[config.mk]
export PLATFORM = sky130hd
export DESIGN_NAME = mem_access_stage
export DESIGN_NICKNAME = d
export VERILOG_FILES = /design/src/rtl/mem_access_stage.sv
export SDC_FILE = /design/constraint.sdc
export NUM_CORES = 1
export LEC_CHECK = 0
export ABC_AREA = 1
export CELL_PAD_IN_SITES_DETAIL_PLACEMENT = 1
export CELL_PAD_IN_SITES_GLOBAL_PLACEMENT = 2
export CORE_UTILIZATION = 23
export CTS_CLUSTER_DIAMETER = 40
export DETAILED_ROUTE_END_ITERATION = 8
export HOLD_SLACK_MARGIN = 0.1
export PLACE_DENSITY_LB_ADDON = 0.1
export SYNTH_ARGS = -nofsm -noshare
export SYNTH_HDL_FRONTEND = slang
export SYNTH_SLANG_ARGS = --single-unit
[constraint.sdc]
create_clock -name i_clk -period 2.3 [get_ports i_clk]
set_input_delay 0.575 -clock i_clk [delete_from_list [all_inputs] [get_ports i_clk]]
set_output_delay 0.575 -clock i_clk [all_outputs]
set_load 0.005 [all_outputs]
[src/rtl/mem_access_stage.sv]
// RV64 memory-access stage: issues loads/stores over a req/ready/rvalid port,
// aligns and extends load data, and registers the result bundle for write-back.
module mem_access_stage #(
    parameter int XLEN = 64,
    parameter int BE_W = XLEN / 8
) (
    input  logic            i_clk,
    input  logic            i_rst,
    input  logic            i_stall,
    input  logic            i_valid,
    input  logic [XLEN-1:0] i_alu_result,
    input  logic [XLEN-1:0] i_rs2_data,
    input  logic [31:0]     i_instruction,
    input  logic            i_mem_read,
    input  logic            i_mem_write,
    input  logic            i_reg_write,
    input  logic            i_mem_to_reg,
    output logic            o_dmem_req,
    output logic            o_dmem_we,
    output logic [XLEN-1:0] o_dmem_addr,
    output logic [XLEN-1:0] o_dmem_wdata,
    output logic [BE_W-1:0] o_dmem_be,
    input  logic            i_dmem_ready,
    input  logic            i_dmem_rvalid,
    input  logic [XLEN-1:0] i_dmem_rdata,
    output logic [XLEN-1:0] o_alu_result,
    output logic [XLEN-1:0] o_mem_data,
    output logic [31:0]     o_instruction,
    output logic            o_reg_write,
    output logic            o_mem_to_reg,
    output logic            o_valid,
    output logic            o_mem_fault,
    output logic            o_busy
);

    localparam int LANE_W = $clog2(BE_W);

    typedef enum logic [1:0] {
        ST_IDLE,
        ST_REQ,
        ST_RESP,
        ST_DONE
    } state_t;

    state_t r_state;
    state_t w_state_nxt;

    logic [XLEN-1:0]   r_alu_result;
    logic [31:0]       r_instruction;
    logic              r_reg_write;
    logic              r_mem_to_reg;
    logic              r_we;
    logic [XLEN-1:0]   r_wdata;
    logic [BE_W-1:0]   r_be;
    logic [XLEN-1:0]   r_buf_data;

    logic [2:0]        w_funct3;
    logic [LANE_W-1:0] w_lane;
    logic              w_mem_op;
    logic              w_misaligned;
    logic              w_fault;
    logic              w_start;
    logic              w_complete;
    logic              w_to_out;
    logic [BE_W-1:0]   w_size_mask;

    logic [2:0]        w_cap_funct3;
    logic [LANE_W-1:0] w_cap_lane;
    logic [XLEN-1:0]   w_rshift;
    logic [XLEN-1:0]   w_load_data;
    logic [XLEN-1:0]   w_result_data;

    // ------------------------------------------------------------------
    // Decode of the incoming bundle
    // ------------------------------------------------------------------
    assign w_funct3 = i_instruction[14:12];
    assign w_lane   = i_alu_result[LANE_W-1:0];
    assign w_mem_op = i_mem_read | i_mem_write;

    // NOTE: every signal written in an always_comb gets a default first so no latch is inferred.
    always_comb begin
        w_misaligned = 1'b0;
        w_size_mask  = '0;
        case (w_funct3[1:0])
            2'b00: begin
                w_size_mask  = BE_W'(8'h01);
            end
            2'b01: begin
                w_size_mask  = BE_W'(8'h03);
                w_misaligned = w_lane[0];
            end
            2'b10: begin
                w_size_mask  = BE_W'(8'h0F);
                w_misaligned = |w_lane[1:0];
            end
            default: begin
                w_size_mask  = BE_W'(8'hFF);
                w_misaligned = |w_lane;
            end
        endcase
    end

    assign w_fault = (i_mem_read & i_mem_write)
                   | (i_mem_read & (w_funct3 == 3'b111))
                   | (i_mem_write & w_funct3[2])
                   | (w_mem_op & w_misaligned);

    assign w_start = (r_state == ST_IDLE) & i_valid & (i_mem_read ^ i_mem_write)
                   & ~w_fault & ~i_stall;

    // ------------------------------------------------------------------
    // Transaction FSM
    // ------------------------------------------------------------------
    // NOTE: sequential state uses non-blocking assignments so every flop samples pre-edge values.
    always_ff @(posedge i_clk) begin
        if (i_rst) begin
            r_state <= ST_IDLE;
        end else begin
            r_state <= w_state_nxt;
        end
    end

    always_comb begin
        w_state_nxt = r_state;
        w_complete  = 1'b0;
        case (r_state)
            ST_IDLE: begin
                if (w_start) begin
                    w_state_nxt = ST_REQ;
                end
            end
            ST_REQ: begin
                if (i_dmem_ready) begin
                    if (r_we) begin
                        w_complete  = 1'b1;
                        w_state_nxt = i_stall ? ST_DONE : ST_IDLE;
                    end else begin
                        w_state_nxt = ST_RESP;
                    end
                end
            end
            ST_RESP: begin
                if (i_dmem_rvalid) begin
                    w_complete  = 1'b1;
                    w_state_nxt = i_stall ? ST_DONE : ST_IDLE;
                end
            end
            ST_DONE: begin
                if (!i_stall) begin
                    w_state_nxt = ST_IDLE;
                end
            end
            default: begin
                w_state_nxt = ST_IDLE;
            end
        endcase
    end

    assign w_to_out = ~i_stall & (w_complete | (r_state == ST_DONE));
    assign o_busy   = w_start | ((r_state != ST_IDLE) & ~w_to_out);

    // ------------------------------------------------------------------
    // Captured request; drives the memory port for the whole transaction
    // ------------------------------------------------------------------
    always_ff @(posedge i_clk) begin
        if (i_rst) begin
            r_alu_result  <= '0;
            r_instruction <= '0;
            r_reg_write   <= 1'b0;
            r_mem_to_reg  <= 1'b0;
            r_we          <= 1'b0;
            r_wdata       <= '0;
            r_be          <= '0;
        end else if (w_start) begin
            r_alu_result  <= i_alu_result;
            r_instruction <= i_instruction;
            r_reg_write   <= i_reg_write;
            r_mem_to_reg  <= i_mem_to_reg;
            r_we          <= i_mem_write;
            r_wdata       <= i_mem_write ? (i_rs2_data << {w_lane, 3'b000}) : '0;
            r_be          <= w_size_mask << w_lane;
        end
    end

    assign o_dmem_req   = (r_state == ST_REQ);
    assign o_dmem_we    = r_we;
    assign o_dmem_addr  = {r_alu_result[XLEN-1:LANE_W], {LANE_W{1'b0}}};
    assign o_dmem_wdata = r_wdata;
    assign o_dmem_be    = r_be;

    // ------------------------------------------------------------------
    // Load alignment and extension
    // ------------------------------------------------------------------
    assign w_cap_funct3 = r_instruction[14:12];
    assign w_cap_lane   = r_alu_result[LANE_W-1:0];
    assign w_rshift     = i_dmem_rdata >> {w_cap_lane, 3'b000};

    always_comb begin
        w_load_data = '0;
        case (w_cap_funct3)
            3'b000:  w_load_data = {{(XLEN-8){w_rshift[7]}}, w_rshift[7:0]};
            3'b100:  w_load_data = {{(XLEN-8){1'b0}}, w_rshift[7:0]};
            3'b001:  w_load_data = {{(XLEN-16){w_rshift[15]}}, w_rshift[15:0]};
            3'b101:  w_load_data = {{(XLEN-16){1'b0}}, w_rshift[15:0]};
            3'b010:  w_load_data = {{(XLEN-32){w_rshift[31]}}, w_rshift[31:0]};
            3'b110:  w_load_data = {{(XLEN-32){1'b0}}, w_rshift[31:0]};
            3'b011:  w_load_data = w_rshift;
            default: w_load_data = '0;
        endcase
    end

    assign w_result_data = r_we ? '0 : w_load_data;

    // A result completing under stall parks here until the output frees up.
    always_ff @(posedge i_clk) begin
        if (i_rst) begin
            r_buf_data <= '0;
        end else if (w_complete && i_stall) begin
            r_buf_data <= w_result_data;
        end
    end

    // ------------------------------------------------------------------
    // Output register toward write-back
    // ------------------------------------------------------------------
    always_ff @(posedge i_clk) begin
        if (i_rst) begin
            o_valid       <= 1'b0;
            o_alu_result  <= '0;
            o_mem_data    <= '0;
            o_instruction <= '0;
            o_reg_write   <= 1'b0;
            o_mem_to_reg  <= 1'b0;
            o_mem_fault   <= 1'b0;
        end else if (!i_stall) begin
            if (w_to_out) begin
                o_valid       <= 1'b1;
                o_alu_result  <= r_alu_result;
                o_mem_data    <= (r_state == ST_DONE) ? r_buf_data : w_result_data;
                o_instruction <= r_instruction;
                o_reg_write   <= r_reg_write;
                o_mem_to_reg  <= r_mem_to_reg;
                o_mem_fault   <= 1'b0;
            end else if ((r_state == ST_IDLE) && i_valid && !w_start) begin
                // Non-memory op or faulting access: single-cycle pass-through.
                o_valid       <= 1'b1;
                o_alu_result  <= i_alu_result;
                o_mem_data    <= '0;
                o_instruction <= i_instruction;
                o_reg_write   <= i_reg_write & ~w_fault;
                o_mem_to_reg  <= i_mem_to_reg;
                o_mem_fault   <= w_fault;
            end else begin
                o_valid       <= 1'b0;
                o_alu_result  <= '0;
                o_mem_data    <= '0;
                o_instruction <= '0;
                o_reg_write   <= 1'b0;
                o_mem_to_reg  <= 1'b0;
                o_mem_fault   <= 1'b0;
            end
        end
    end

endmodule

After elaboration in Yosys (flattened, before gate mapping) --
Index checks and enable logic that the tools add are counted.
Cells by class: shift operators 3, bitwise logic cells 21, reduce and logical (&&, ||, !) cells 11, eq/ne operators 16, muxes and demuxes 30
Operators by type and width (count):
- 64-bit case mux with 7 select lines | 1
- 64-bit two-way mux | 6
- 32-bit two-way mux | 2
- 64-bit by 6-bit left shift with 64-bit output | 1
- 64-bit by 6-bit right shift with 64-bit output | 1
- 8-bit case mux with 3 select lines | 1
- 3-bit equality test, second input constant | 4
- 2-bit two-way mux | 6
- 1-bit bitwise AND | 11
- 1-bit two-way mux | 11
- 2-bit case mux with 4 select lines | 1
- 8-bit by 3-bit left shift with 8-bit output | 1
- 2-bit equality test, second input constant | 3
- 3-bit by 2-bit equality test with 1-bit output, second input constant | 2
- 2-bit != test, second input constant | 3
- 1-bit bitwise OR | 6
- 2-bit by 1-bit equality test with 1-bit output, second input constant | 2
- 2-bit zero test | 2
- 4-bit AND reduction | 1
- 3-bit by 1-bit equality test with 1-bit output, second input constant | 1
- 1-bit logical AND | 3
- 3-bit zero test | 1
- 1-bit NOT | 3
- 1-bit case mux with 3 select lines | 1
- other kinds (7) | 7
Word-level totals: register bits after elaboration 401, input port bits 234, logic and storage cells 97, output and inout bits 303

Longest topological paths before layout --
word-level depth 12, depth in mapped cells 14, gate-level depth less buffers 12

Least setup slack after synthesis --
No wires, ideal clock.
path type input-to-output, from input port i_mem_read, to output port o_busy, required time 1.725 ns, stages on the path 8, arrival time 1.845 ns, path buffers 2, slack -0.120 ns, path through inv_1 -> ha_1 -> a21oi_1 -> nand3_1 -> nand3_2 -> clkbuf_1 -> clkbuf_1 -> o21ai_0
Between the ends: word-level cells in the longest chain between the ends 8, elaborated cells on any way between the ends 13, classes of those cells 13 x bitwise
RTL lines:
- start: declaration | line 14 | input logic i_mem_read,
- 1-bit bitwise AND, on equally long branches | line 103, 104
- 1-bit bitwise OR | line 104 | | (i_mem_read & (w_funct3 == 3'b111))
- 1-bit bitwise OR | line 105 | | (i_mem_write & w_funct3[2])
- 1-bit bitwise OR | line 106 | | (w_mem_op & w_misaligned);
- 1-bit NOT | line 109 | & ~w_fault & ~i_stall;
- 1-bit bitwise AND * (2 in series) | line 109
- 1-bit bitwise OR * | line 160 | assign o_busy = w_start | ((r_state != ST_IDLE) & ~w_to_out);
- end: declaration | line 33 | output logic o_busy
Mark *: on every way between the ends. The rest lies on a longest branch, timed or not.

Worst setup path in the final report --
from input port i_instruction[13], to output port o_busy
Between the ends: word-level cells in the longest chain between the ends 9, elaborated cells on any way between the ends 14, classes of those cells 3 x eq/ne; 1 x mux; 9 x bitwise; 1 x reduce/logical
RTL lines:
- start: declaration | line 13 | input logic [31:0] i_instruction,
- 3-bit equality test | line 104
- 1-bit bitwise AND | line 104
- 1-bit bitwise OR | line 104
- 1-bit bitwise OR | line 105
- 1-bit bitwise OR * | line 106
- 1-bit NOT * | line 109
- 1-bit bitwise AND * (2 in series) | line 109
- 1-bit bitwise OR * | line 160
Marks and branches as above.

==> summary.md <==
| Metric | Value |
|---|---|
| Worst-Skew Late Latency | `approximately 0.63 ns` |
| Final setup fails | `1` |
| Failing checks | `negative setup slack` |
| Global-route wire length before repair | `147000 um` |
| CP startpoint kind | `input pin` |
| Final WS setup | `-0.132 ns` |
| Tcrit/Tclk final | `1.06` |
| RSZ-0062 raised after global routing | `true` |
| Max Freq | `between 400 and 500 MHz` |
| Synthesis-to-finish area growth | `54.8%` |
| I/O pin total | `537` |
| Vias | `22847` |
| Final setup TNS | `-0.132 ns` |
| Post-route clock skew | `0.0331 ns` |
| Cell area after synthesis | `20100 um^2` |
| Synth top area cells | `dfxtp_1 (40%), nand2_1 (17%), a21oi_1 (11%), o21ai_0 (9.7%), clkbuf_1 (3.4%)` |
| Clock buffer depth | `3` |
| Placeable Area | `86800 um^2` |
| Worst slew pin tran | `0.744 ns` |
| Final Hold Viols | `0` |
| Max_slew headroom | `0.504` |
| WL per Instance | `20.3 um` |
| DRC | `0` |
| Crit Path Max Fanout | `4` |
| Total GRT Usage | `0.212` |
| Clock root buffer | `clkbuf_16` |
| Die H | `298 um` |
| Input/output buffers | `roughly 530` |
| Status | `finished with violations` |
| Worst EP required | `1.73 ns` |
| CTS tree | `yes` |
| Post-layout min period | `approximately 2.4 ns` |
| Worst-path clk slew | `0.04 ns` |
| Post-synth top area cell | `dfxtp_1` |
| Most frequent cells in the layout | `nand2_1 (925), clkdlybuf4s50_1 (522), a21oi_1 (431)` |
| Crit path DAT | `1.86 ns` |
| LEAKAGE | `0.0125 uW` |
| Synth unique cells | `38` |
| CTS H-tree lvls | `3` |
| FFs w/ async S/R, synth | `0` |
| Crit. End Element | `output port` |
| Main flop type after synthesis | `dfxtp_1` |
| Post-DP HPWL | `slightly below 70000 um` |
| Ys Warns | `0` |
| Syn avg cell area | `6.58 um^2` |
| Cts hold-fix bufs | `0` |
| Iter 0 DRT Violations | `979` |
| Final GP Congestion | `0.824` |
| GRT overflow | `0` |
| Synth top area share | `0.399` |
| Max_cap viols | `0` |
| Vias per cell | `4.73` |
| Die area | `88700 um^2` |
| Row cnt | `108` |
| Most common cell after layout, fill and taps aside | `nand2_1` |
| EDFF count, synth | `0` |
| Final core utilization | `0.359` |
| DRT Pass-1 Iters | `5` |
| Slew Limit Fails | `0` |
| Largest net degree at the start of global routing | `132` |
| Post-synthesis sequential area ratio | `0.399` |
| Initial antenna violation count | `9` |
| Peak supply drop | `528 uV` |
| Clock sinks | `401` |
| Inserted Clock Buffers | `between 90 and 100` |
| Routed wire length | `between 90000 and 100000 um` |
| Pwr/cell area | `870 nW/um^2` |
| Yosys reg bits | `401` |
| Layout cell share with drive strength beyond 1 | `0.120` |
| Antenna viol nets, final | `0` |
| Crit path kind | `in -> out` |
| HP Class | `in -> reg` |
| Cells after Synth | `3061` |
| Initial core utilization | `0.232` |
| Vias in the first global route | `around 24000` |
| Net count, final | `3832` |
| Die Width | `~300 um` |
## through the flow
stage	hold slack (ns)	worst slack (ns)	instances	total power [uW]	instance area [um^2]
5_1_grt	0.325	-0.236	4828	28400	31200
2_1_floorplan	0.425	0.0331	3063	9840	20100
4_1_cts	0.283	-0.251	4815	27400	30900
3_3_place_gp	0.432	-0.847	4633	12400	27300
3_5_place_dp	0.441	-0.840	4633	12500	27300
6_report	0.321	-0.132	4828	27100	31200
## cell families (layout without fill, tap and decap cells)
group | count (synthesis) | after routing | synth area share
muxes | 17 | 17 | 0.00845
other | 1 | 6 | 0.000186
buffers and inverters | 468 | 1075 | 0.102
and+or+nand+nor | 1247 | 1247 | 0.245
adders and majority gates | 7 | 7 | 0.00435
DFF | 401 | 401 | 0.399
AOI/OAI and AO/OA | 920 | 920 | 0.241
## final cells by class
type                       instances  area, um^2
timing repair buffer             742        7420
inverter                         154         592
multi-input combinational       2194       10200
sequential                       401        8040
antenna                            3        7.51
fill                           10494       55600
tap                             1155        1450
clock inverter                    58         808
clock buffer                     121        2680
## cells in the mapped netlist, types with 2 or more instances
master	instances
a211oi_1	4
a21o_1	3
a21oi_1	436
a31oi_1	2
a32o_1	3
buf_1	24
buf_2	35
buf_4	69
clkbuf_1	185
clkinv_1	3
dfxtp_1	401
ha_1	7
inv_1	147
inv_2	4
mux2i_1	17
nand2_1	929
nand2_2	2
nand3_1	125
nand4_1	11
nor2_1	156
nor3_1	2
o211a_1	3
o211ai_1	57
o21ai_0	391
o21ai_1	7
o221ai_1	4
o31ai_1	6
or2_2	18
## critical path, stage by stage
cell             delay [ns]
clkdlybuf4s50_1        0.53
nand2_1                0.09
o21ai_0                0.16
a21oi_1                0.08
buf_4                  0.15
nand3_4                0.08
o21ai_2                0.05
buf_2                  0.14
## routing by layer
| layer | up-vias | track usage | wire length [um] |
|---|---|---|---|
| li1 | 11116 | - | - |
| met1 | 11116 | 0.250 | 41600 |
| met2 | 449 | 0.377 | 48900 |
| met3 | 156 | 0.0479 | 4540 |
| met4 | 10 | 0.0698 | 2940 |
| met5 | - | 0 | 61 |
## report_power, final
| part | switching, uW | leakage, uW | internal [uW] |
|---|---|---|---|
| sequential | 242 | 0.00325 | 7400 |
| clock | 4660 | 0.00166 | 9940 |
| combinational | 2680 | 0.00763 | 2180 |
## final timing paths
check	slack (ns)	depth (start not counted)	from	to
min	0.32	4	i_stall	o_mem_fault
min reg2reg	0.45	2	r_instruction[15]	r_instruction[15]
max	-0.13	8	i_instruction[13]	o_busy
max reg2reg	0.06	13	r_state[1]	o_alu_result[55]
## repair_timing
| action | CTS | global route |
|---|---|---|
| endpoints found under the setup margin | 187 | 168 |
| buffers inserted | 1 | 4 |
| cloned | 2 | 7 |
| pin swaps | 3 | 10 |
| resized for setup | 26 | 34 |
Power figures use the tool's default switching activity.
